==> config.mk <==
export PLATFORM = sky130hd
export DESIGN_NAME = cla_rr_arbiter
export DESIGN_NICKNAME = d
export VERILOG_FILES = /design/src/rtl/cla_arb_pkg.sv /design/src/rtl/Hiera_CLA.sv /design/src/rtl/rr_grant.sv /design/src/rtl/cla_rr_arbiter.sv
export SDC_FILE = /design/constraint.sdc
export NUM_CORES = 1
export LEC_CHECK = 0
export BUFFER_PORTS_ARGS = -buffer_cell sky130_fd_sc_hd__buf_2
export CAP_MARGIN = 0
export CORE_MARGIN = 4
export CORE_UTILIZATION = 53
export DETAILED_ROUTE_END_ITERATION = 16
export PLACE_DENSITY = 0.87
export SKIP_CTS_REPAIR_TIMING = 1
export SYNTH_ARGS = -nofsm -noshare
export SYNTH_HDL_FRONTEND = slang
export SYNTH_HIERARCHICAL = 1
export SYNTH_SLANG_ARGS = --single-unit
==> constraint.sdc <==
create_clock -name clk -period 4.6 [get_ports clk]
set_input_delay 0.92 -clock clk [delete_from_list [all_inputs] [get_ports clk]]
set_output_delay 0.92 -clock clk [all_outputs]
set_load 0.005 [all_outputs]
==> src/rtl/cla_arb_pkg.sv <==
// rtl/cla_arb_pkg.sv - shared types and helpers for the round-robin CLA arbiter
package cla_arb_pkg;

    localparam int DATA_W   = 16;
    // Widest ID tag for the supported NUM_REQ range (2..8); the top narrows it.
    localparam int ID_MAX_W = 3;

    typedef struct packed {
        logic [DATA_W-1:0]   a;
        logic [DATA_W-1:0]   b;
        logic                cin;
        logic [ID_MAX_W-1:0] id;
    } op_t;

    typedef struct packed {
        logic [DATA_W-1:0]   sum;
        logic                cout;
        logic [ID_MAX_W-1:0] id;
    } rsp_t;

    function automatic int next_idx(input int idx, input int n);
        return (idx + 1 >= n) ? 0 : idx + 1;
    endfunction

endpackage

==> src/rtl/Hiera_CLA.sv <==
// rtl/Hiera_CLA.sv - 16-bit two-level carry-lookahead adder (4 x 4-bit groups)
module Hiera_CLA (
    input  logic [15:0] add_1,
    input  logic [15:0] add_2,
    input  logic        c_in,
    output logic [15:0] sum,
    output logic        c_out
);

    logic [15:0] w_g;
    logic [15:0] w_p;
    logic [15:0] w_c;
    logic [3:0]  w_bg;
    logic [3:0]  w_bp;
    logic [4:0]  w_gc;

    assign w_g = add_1 & add_2;
    assign w_p = add_1 ^ add_2;

    for (genvar k = 0; k < 4; k++) begin : g_blk
        localparam int B = 4 * k;
        assign w_c[B]   = w_gc[k];
        assign w_c[B+1] = w_g[B] | (w_p[B] & w_gc[k]);
        assign w_c[B+2] = w_g[B+1] | (w_p[B+1] & w_g[B]) | (&w_p[B+1:B] & w_gc[k]);
        assign w_c[B+3] = w_g[B+2] | (w_p[B+2] & w_g[B+1]) | (&w_p[B+2:B+1] & w_g[B])
                        | (&w_p[B+2:B] & w_gc[k]);
        assign w_bg[k]  = w_g[B+3] | (w_p[B+3] & w_g[B+2]) | (&w_p[B+3:B+2] & w_g[B+1])
                        | (&w_p[B+3:B+1] & w_g[B]);
        assign w_bp[k]  = &w_p[B+3:B];
    end

    // Second lookahead level: group carries computed in parallel, no ripple.
    assign w_gc[0] = c_in;
    assign w_gc[1] = w_bg[0] | (w_bp[0] & c_in);
    assign w_gc[2] = w_bg[1] | (w_bp[1] & w_bg[0]) | (&w_bp[1:0] & c_in);
    assign w_gc[3] = w_bg[2] | (w_bp[2] & w_bg[1]) | (&w_bp[2:1] & w_bg[0])
                   | (&w_bp[2:0] & c_in);
    assign w_gc[4] = w_bg[3] | (w_bp[3] & w_bg[2]) | (&w_bp[3:2] & w_bg[1])
                   | (&w_bp[3:1] & w_bg[0]) | (&w_bp[3:0] & c_in);

    assign sum   = w_p ^ w_c;
    assign c_out = w_gc[4];

endmodule

==> src/rtl/rr_grant.sv <==
// rtl/rr_grant.sv - round-robin priority picker starting at i_ptr
module rr_grant #(
    parameter int NUM_REQ = 4,
    parameter int ID_W    = $clog2(NUM_REQ)
) (
    input  logic [NUM_REQ-1:0] i_req,
    input  logic [ID_W-1:0]    i_ptr,
    output logic [NUM_REQ-1:0] o_grant,
    output logic [ID_W-1:0]    o_win_idx,
    output logic               o_any_grant
);

    logic [ID_W-1:0] w_pos [NUM_REQ];

    for (genvar k = 0; k < NUM_REQ; k++) begin : g_pos
        assign w_pos[k] = ID_W'((int'(i_ptr) + k) % NUM_REQ);
    end

    always_comb begin
        o_grant     = '0;
        o_win_idx   = '0;
        o_any_grant = 1'b0;
        for (int k = 0; k < NUM_REQ; k++) begin
            if (!o_any_grant && i_req[w_pos[k]]) begin
                o_any_grant         = 1'b1;
                o_win_idx           = w_pos[k];
                o_grant[w_pos[k]]   = 1'b1;
            end
        end
    end

endmodule

==> src/rtl/cla_rr_arbiter.sv <==
// rtl/cla_rr_arbiter.sv - round-robin shared CLA adder, two-stage pipeline with tagged responses
module cla_rr_arbiter
    import cla_arb_pkg::*;
#(
    parameter int NUM_REQ = 4,
    parameter int ID_W    = $clog2(NUM_REQ)
) (
    input  logic                      clk,
    input  logic                      rst,
    input  logic [NUM_REQ-1:0]        req_valid,
    output logic [NUM_REQ-1:0]        req_ready,
    input  logic [NUM_REQ*DATA_W-1:0] req_a,
    input  logic [NUM_REQ*DATA_W-1:0] req_b,
    input  logic [NUM_REQ-1:0]        req_cin,
    output logic                      rsp_valid,
    input  logic                      rsp_ready,
    output logic [ID_W-1:0]           rsp_id,
    output logic [DATA_W-1:0]         rsp_sum,
    output logic                      rsp_cout,
    output logic                      busy
);

    logic [ID_W-1:0]    r_rr_ptr;
    logic               r_s1_valid;
    logic               r_s2_valid;
    op_t                r_s1;
    rsp_t               r_s2;

    logic [NUM_REQ-1:0] w_grant;
    logic [ID_W-1:0]    w_win;
    logic               w_any;
    logic               w_s2_adv;
    logic               w_s1_adv;
    logic               w_accept_en;
    logic               w_fire;
    logic [DATA_W-1:0]  w_sum;
    logic               w_cout;

    rr_grant #(
        .NUM_REQ (NUM_REQ),
        .ID_W    (ID_W)
    ) u_grant (
        .i_req       (req_valid),
        .i_ptr       (r_rr_ptr),
        .o_grant     (w_grant),
        .o_win_idx   (w_win),
        .o_any_grant (w_any)
    );

    Hiera_CLA u_cla (
        .add_1 (r_s1.a),
        .add_2 (r_s1.b),
        .c_in  (r_s1.cin),
        .sum   (w_sum),
        .c_out (w_cout)
    );

    // s1 can take a new operand whenever it is empty or draining this cycle.
    assign w_s2_adv    = !r_s2_valid || rsp_ready;
    assign w_s1_adv    = r_s1_valid && w_s2_adv;
    assign w_accept_en = !r_s1_valid || w_s2_adv;
    assign w_fire      = w_any && w_accept_en;
    assign req_ready   = w_accept_en ? w_grant : '0;

    always_ff @(posedge clk) begin
        if (rst) begin
            r_rr_ptr   <= '0;
            r_s1_valid <= 1'b0;
            r_s2_valid <= 1'b0;
            r_s1       <= '0;
            r_s2       <= '0;
        end else begin
            if (w_fire) begin
                r_s1.a     <= req_a[int'(w_win)*DATA_W +: DATA_W];
                r_s1.b     <= req_b[int'(w_win)*DATA_W +: DATA_W];
                r_s1.cin   <= req_cin[w_win];
                r_s1.id    <= ID_MAX_W'(w_win);
                r_s1_valid <= 1'b1;
                r_rr_ptr   <= ID_W'(next_idx(int'(w_win), NUM_REQ));
            end else if (w_s1_adv) begin
                r_s1_valid <= 1'b0;
            end

            if (w_s1_adv) begin
                r_s2.sum   <= w_sum;
                r_s2.cout  <= w_cout;
                r_s2.id    <= r_s1.id;
                r_s2_valid <= 1'b1;
            end else if (w_s2_adv) begin
                r_s2_valid <= 1'b0;
            end
        end
    end

    assign rsp_valid = r_s2_valid;
    assign rsp_id    = ID_W'(r_s2.id);
    assign rsp_sum   = r_s2.sum;
    assign rsp_cout  = r_s2.cout;
    assign busy      = r_s1_valid || r_s2_valid;

endmodule

# Word-level counts from Yosys, hierarchy flattened
# Cells that the tools add are included.
# Widths: inputs -> output; s select.
[op_classes] n_addsub=4 n_lt_le_gt_ge=10 shifts=2 mux=36 bitwise_logic=98 reduce_logical=49
[op_table] cell="$shiftx 64x7->16" n=2
[op_table] cell="$and 1x1->1" n=46
[op_table] cell="$or 1x1->1" n=46
[op_table] cell="$xor 16x16->16" n=2
[op_table] cell="$reduce_and 12->1" n=2
[op_table] cell="$reduce_and 2->1" n=12
[op_table] cell="$reduce_and 3->1" n=8
[op_table] cell="$reduce_and 8->1" n=3
[op_table] cell="$mux 4" n=5
[op_table] cell="$mux 1" n=17
[op_table] cell="$and 16x16->16" n=1
[op_table] cell="$reduce_and 16->1" n=1
[op_table] cell="$reduce_and 4->1" n=4
[op_table] cell="$lt 2x3->1 const B" n=5
[op_table] cell="$or 4x4->4" n=3
[op_table] cell="$bmux 1 s2" n=5
[op_table] cell="$mux 2" n=5
[op_table] cell="$logic_and 1x1->1" n=9
[op_table] cell="$demux 1 s2" n=4
[op_table] cell="$ge 2x1->1 const B" n=4
[op_table] cell="$logic_not 1->1" n=5
[op_table] cell="$add 2x2->2 const B" n=2
[op_table] cell="$reduce_bool 2->1" n=2
[op_table] cell="$add 2x1->3 const B" n=1
[op_table] cell="3 further kinds" n=5
[totals] register_bits=58 input_bits=139 output_inout_bits=25

# Logic depth before layout (Yosys ltp)
[depth] word_depth=15 depth_mapped=12 ltp_nobuf=10

# Cells and area by module
# The synthesis kept the hierarchy.
[modules_own_cells] mod="cla_rr_arbiter" n_inst=1 cells_each=234 area_each_um2=2812.7
[modules_own_cells] mod="Hiera_CLA" n_inst=1 cells_each=77 area_each_um2=683.2
[modules_own_cells] mod="rr_grant" n_inst=1 cells_each=45 area_each_um2=419.2

# Worst setup path before layout
# No wires, ideal clock.
[synth_timing] kind="input -> register" startpoint="input req_valid[2]" endpoint="register r_s1[14] (netlist name)" arrival_ns=3.023 required_time_ns=4.483 setup_slack_ns=1.460 cell_stages=8 path_cell_list="mux4_2 -> buf_6 -> o311ai_0 -> a32o_1 -> buf_2 -> clkbuf_1 -> mux4_2 -> a22o_1"
[synth_via] elab_chain_len=13 word_cells_on_any_way=24 cone_classes="shift (1); mux (16); reduce/logical (7)"
[synth_lines] element="start, declared" line_no="cla_rr_arbiter.sv:10" source="input logic [NUM_REQ-1:0] req_valid,"
[synth_lines] element="$bmux 1 s2" line_no="rr_grant.sv:24" source="if (!o_any_grant && i_req[w_pos[k]]) begin"
[synth_lines] element="$mux 1 (implied by the code)" line_no="rr_grant.sv:24"
[synth_lines] element="$mux 1" line_no="rr_grant.sv:24"
[synth_lines] element="$logic_not 1->1" line_no="rr_grant.sv:24"
[synth_lines] element="$logic_and 1x1->1" line_no="rr_grant.sv:24"
[synth_lines] element="$mux 1" line_no="rr_grant.sv:24"
[synth_lines] element="$logic_not 1->1" line_no="rr_grant.sv:24"
[synth_lines] element="$logic_and 1x1->1" line_no="rr_grant.sv:24"
[synth_lines] element="$mux 1" line_no="rr_grant.sv:24"
[synth_lines] element="$logic_not 1->1" line_no="rr_grant.sv:24"
[synth_lines] element="$logic_and 1x1->1" line_no="rr_grant.sv:24"
[synth_lines] element="$mux 2 *" line_no="rr_grant.sv:24"
[synth_lines] element="named net w_win[1]" line_no="cla_rr_arbiter.sv:30" source="logic [ID_W-1:0] w_win;"
[synth_lines] element="$shiftx 64x7->16 *" line_no="cla_rr_arbiter.sv:75" source="r_s1.b <= req_b[int'(w_win)*DATA_W +: DATA_W];"
[synth_lines] element="end, declared" line_no="cla_rr_arbiter.sv:26" source="op_t r_s1;"
# The timed path passes the listed nets; every way through them passes the cells marked *. The select of a mux whose other input is x is not followed.
# A chain may end at the register's enable or synchronous reset.

# Worst setup path after layout
[layout_timing] startpoint="register r_rr_ptr[0]" endpoint="output req_ready[0]"
[layout_via] elab_chain_len=13 word_cells_on_any_way=48 cone_classes="add/sub (3); order compare (8); mux (24); bitwise (3); reduce/logical (10)"
[layout_lines] element="start, declared" line_no="cla_rr_arbiter.sv:23" source="logic [ID_W-1:0] r_rr_ptr;"
[layout_lines] element="start signal, assigned" line_no="cla_rr_arbiter.sv:79" source="r_rr_ptr <= ID_W'(next_idx(int'(w_win), NUM_REQ));"
[layout_lines] element="parallel branches: the longest is 11 deep, another holds $lt 2x3->1"
[layout_lines] element="$mux 4 *" line_no="rr_grant.sv:24"
[layout_lines] element="named net w_grant[0]" line_no="cla_rr_arbiter.sv:29" source="logic [NUM_REQ-1:0] w_grant;"
[layout_lines] element="$mux 4 *" line_no="cla_rr_arbiter.sv:63" source="assign req_ready = w_accept_en ? w_grant : '0;"
[layout_lines] element="end, declared" line_no="cla_rr_arbiter.sv:11" source="output logic [NUM_REQ-1:0] req_ready,"
# Mark *: on every way through the listed nets, which the timed path passes. The select of a mux whose other input is x is not followed.

==> results.env <==
DIE_W_UM=93.9
CLOCK_SKEW_NS=0.00657
FIRST_PASS_GRT_WIRE_LENGTH_MM=16.7
RRSETUPSLACK_NS=0.69
SETUP.WORST_PATH.START_CLASS='flop'
CLOCK_TREE_FROM_TRITONCTS='done'
YS_TOP_CELLS_BY_AREA='sky130_fd_sc_hd__dfxtp_1 (30%), sky130_fd_sc_hd__mux4_2 (17%), sky130_fd_sc_hd__a22o_1 (7.4%)'
SETUP_VIOL_COUNT_FINAL=0
CLOCK_SINK_COUNT=58
DRIVE_GT1_FRAC=0.448
POST-SYNTH-TOP-AREA-CELL='sky130_fd_sc_hd__dfxtp_1'
MAPPEDNETLISTAREA_UM2=3920
PLACEABLECOREAREA_UM2=7210
VIASPERCELL=6.00
PLACE.DETAILED.HPWL_MM=8.18
WORST_SETUP_PATH_END_KIND='primary output'
YOSYSTOPAREACELLSHARE=0.297
SYN_AREA_PER_CELL_UM2=11.0
MAX-CAP-VIOLATIONS=0
NUMBER_OF_NETS_WITH_ANTENNA_VIOLATIONS_AFTER_ROUTING=0
SLEW_HEADROOM=0.351
FINAL_MAX_SLEW_VIOL_COUNT=0
HOLD_PATH.CLASS='flop to flop'
ANTENNADIODECOUNT=0
PORT_BUFFERS=163
GRTUSAGETOTAL=0.240
UNREPAIRED_SETUP_ENDPOINTS_AFTER_GLOBAL_ROUTING='no'
PLACE.GP.CONGESTION=0.840
YS_SEQ_AREA_FRAC=0.297
FIRST_ITER_VIOLATIONS=215
DETAIL_ROUTE.WL_PER_CELL_UM=17.1
SYNTH_COMMONEST_CELLS='sky130_fd_sc_hd__dfxtp_1 (58), sky130_fd_sc_hd__a22o_1 (33), sky130_fd_sc_hd__a21oi_1 (32)'
COMBINED_AREA_OF_THE_MULTI_INPUT_LOGIC_CELLS_UM2=2570
NUMCTSBUFFERS=9
RESULT_OF_THE_RUN='complete, no violations'
FF_LATCH_COUNT_SYNTH=58
FINAL.PERIOD_UTILIZATION=0.853
GRT_PASS1_VIAS=3682
TIGHTEST_SLEW_NS=0.972
CRIT_REQUIRED_NS=3.68
SYNTH_FLOP_CELL='sky130_fd_sc_hd__dfxtp_1'
YOSYSMOSTFREQUENTCELL='sky130_fd_sc_hd__dfxtp_1'
SETUP_TOTAL_NEGATIVE_SLACK_NS=0
CLK_PIN_SLEW_NS=0.07
POSTPLACECELLAREA_UM2=4750
YS_WARN_COUNT=6
NUM_VIAS=3669
SYN-INSTANCE-COUNT=356
NETLIST-CELL-TYPE-COUNT=53
REPORT.FINAL.HOLD_VIOL_COUNT=0
PLACEMENT_ROWS=31
SYN2LAYOUT_AREA_GROWTH_PCT=27.0
FINISH.INSTANCE_AREA_UM2=4970
DIEHEIGHT_UM=93.9
POWER-PER-CELL-AREA_nW_PER_UM2=659
CLK_LATENCY_NS=0.34
POST-ROUTE-MIN-PERIOD_NS=3.92
DIE_AREA_UM2=8830
CRITICAL_PATH_ARRIVAL_NS=3.00
CTS-HTREE-LEVELS=3
DETAILEDROUTE.FIRSTPASSITERATIONCOUNT=5
SYNTHESIS.NETS=521
IO-PIN-COUNT=164
LARGEST_NET_DEGREE_AT_THE_START_OF_GLOBAL_ROUTING=34
ACHIEVABLE-FREQUENCY_MHz=255
GLOBALROUTEOVERFLOWTOTAL=0
SYNTH_ENABLE_FLOP_CELLS=0
CTS-ROOT-TO-SINK-BUFFERS=2
SEQ_AREA_UM2=1160
NNETSFINAL=673
DRC=0
GRT_ANTENNA_BEFORE_REPAIR=0
INITIAL_UTILIZATION=0.543
CP_MAX_FO=13
TOTALWIRELENGTH_MM=10.5
FILL_CELLS=577
TOTAL_LEAKAGE_POWER_nW=2.32
CTS_ROOT_BUF='sky130_fd_sc_hd__clkbuf_8'
ASYNCSETRESETFLOPFRACSYNTH=0
CRITPATHKIND='flop to primary output'
IR_WORST_VDD_mV=0.401
## final cells by class
cell class | instances | share of cell area
timing repair buffer | 169 | 0.173
sequential | 58 | 0.234
clock buffer | 11 | 0.0284
inverter | 11 | 0.00830
tap | 99 | 0.0249
clock inverter | 5 | 0.0156
multi-input combinational | 259 | 0.516
## worst paths after layout
path,start,to,cells past startpoint
max,r_rr_ptr[0]$_SDFFE_PP0P_,req_ready[0],8
max reg2reg,r_rr_ptr[0]$_SDFFE_PP0P_,r_s1[7]$_SDFFE_PP0P_,8
min reg2reg,rsp_sum[14]$_SDFFE_PP0P_,rsp_sum[14]$_SDFFE_PP0P_,2
min,rsp_sum[14]$_SDFFE_PP0P_,rsp_sum[14]$_SDFFE_PP0P_,2
## per-layer routing
| layer | vias up | part of all wire | routed length, um | GRT usage |
|---|---|---|---|---|
| li1 | 1709 | - | - | - |
| met1 | 1748 | 0.40 | 4150 | 0.293 |
| met2 | 180 | 0.51 | 5320 | 0.425 |
| met3 | 32 | 0.068 | 715 | 0.0345 |
| met4 | 0 | 0.028 | 295 | 0.0963 |
| met5 | - | 0 | 0 | 0 |
## registers in the layout, summed over array words and instances, names as in the netlist
name,count
r_rr_ptr,2
r_s1,35
r_s1_valid,1
rsp_cout,1
rsp_id,2
rsp_sum,16
rsp_valid,1
## worst max-delay path, cell delays in order (launching register included)
cell	delay, ns
sky130_fd_sc_hd__dfxtp_1	0.71
sky130_fd_sc_hd__inv_1	0.19
sky130_fd_sc_hd__ha_1	0.42
sky130_fd_sc_hd__mux4_2	0.46
sky130_fd_sc_hd__nor4b_4	0.43
sky130_fd_sc_hd__a22oi_1	0.12
sky130_fd_sc_hd__o21ai_0	0.10
sky130_fd_sc_hd__and2_1	0.14
sky130_fd_sc_hd__buf_2	0.10
## where the power goes
part	total [mW]	switching, mW	internal (mW)
Sequential	0.847	0.157	0.690
Clock	0.517	0.200	0.318
Combinational	1.91	0.908	1.00
Total	3.27	1.26	2.01
## cells by family (layout without fill, tap and decap cells)
| kind of cell | count (synthesis) | count (layout) | synth area share |
|---|---|---|---|
| adders and majority gates | 26 | 26 | 0.0908 |
| muxes | 40 | 40 | 0.228 |
| buffers and inverters | 39 | 196 | 0.0515 |
| AOI/OAI and AO/OA | 129 | 129 | 0.228 |
| DFF | 58 | 58 | 0.297 |
| xor gates and xnor gates | 9 | 9 | 0.0201 |
| and+or+nand+nor | 55 | 55 | 0.0857 |
## through the flow
step	utilization	instances	power (mW)	hold slack, ns	setup slack (ns)
floorplan	-	356	2.35	0.440	1.46
global placement	0.659	596	2.67	0.461	0.725
detailed placement	0.659	596	2.76	0.468	0.593
CTS	0.689	612	3.29	0.477	0.643
global route	0.689	612	3.50	0.504	0.423
finish	0.689	612	3.27	0.474	0.676
## cell usage in the layout, fill, tap and decap left out, types with 7 or more instances in the layout
master | netlist | final
sky130_fd_sc_hd__nand3_1 | 22 | 22
sky130_fd_sc_hd__o21ai_0 | 29 | 29
sky130_fd_sc_hd__a22o_1 | 33 | 33
sky130_fd_sc_hd__ha_1 | 22 | 22
sky130_fd_sc_hd__a22oi_1 | 8 | 8
sky130_fd_sc_hd__mux4_1 | 7 | 7
sky130_fd_sc_hd__dfxtp_1 | 58 | 58
sky130_fd_sc_hd__mux4_2 | 30 | 30
sky130_fd_sc_hd__a21oi_1 | 32 | 32
sky130_fd_sc_hd__buf_2 | 7 | 163
sky130_fd_sc_hd__inv_1 | 11 | 11
sky130_fd_sc_hd__clkbuf_8 | 0 | 10
sky130_fd_sc_hd__nor2_1 | 8 | 8
No activity file was read; power rests on OpenSTA's default activity.
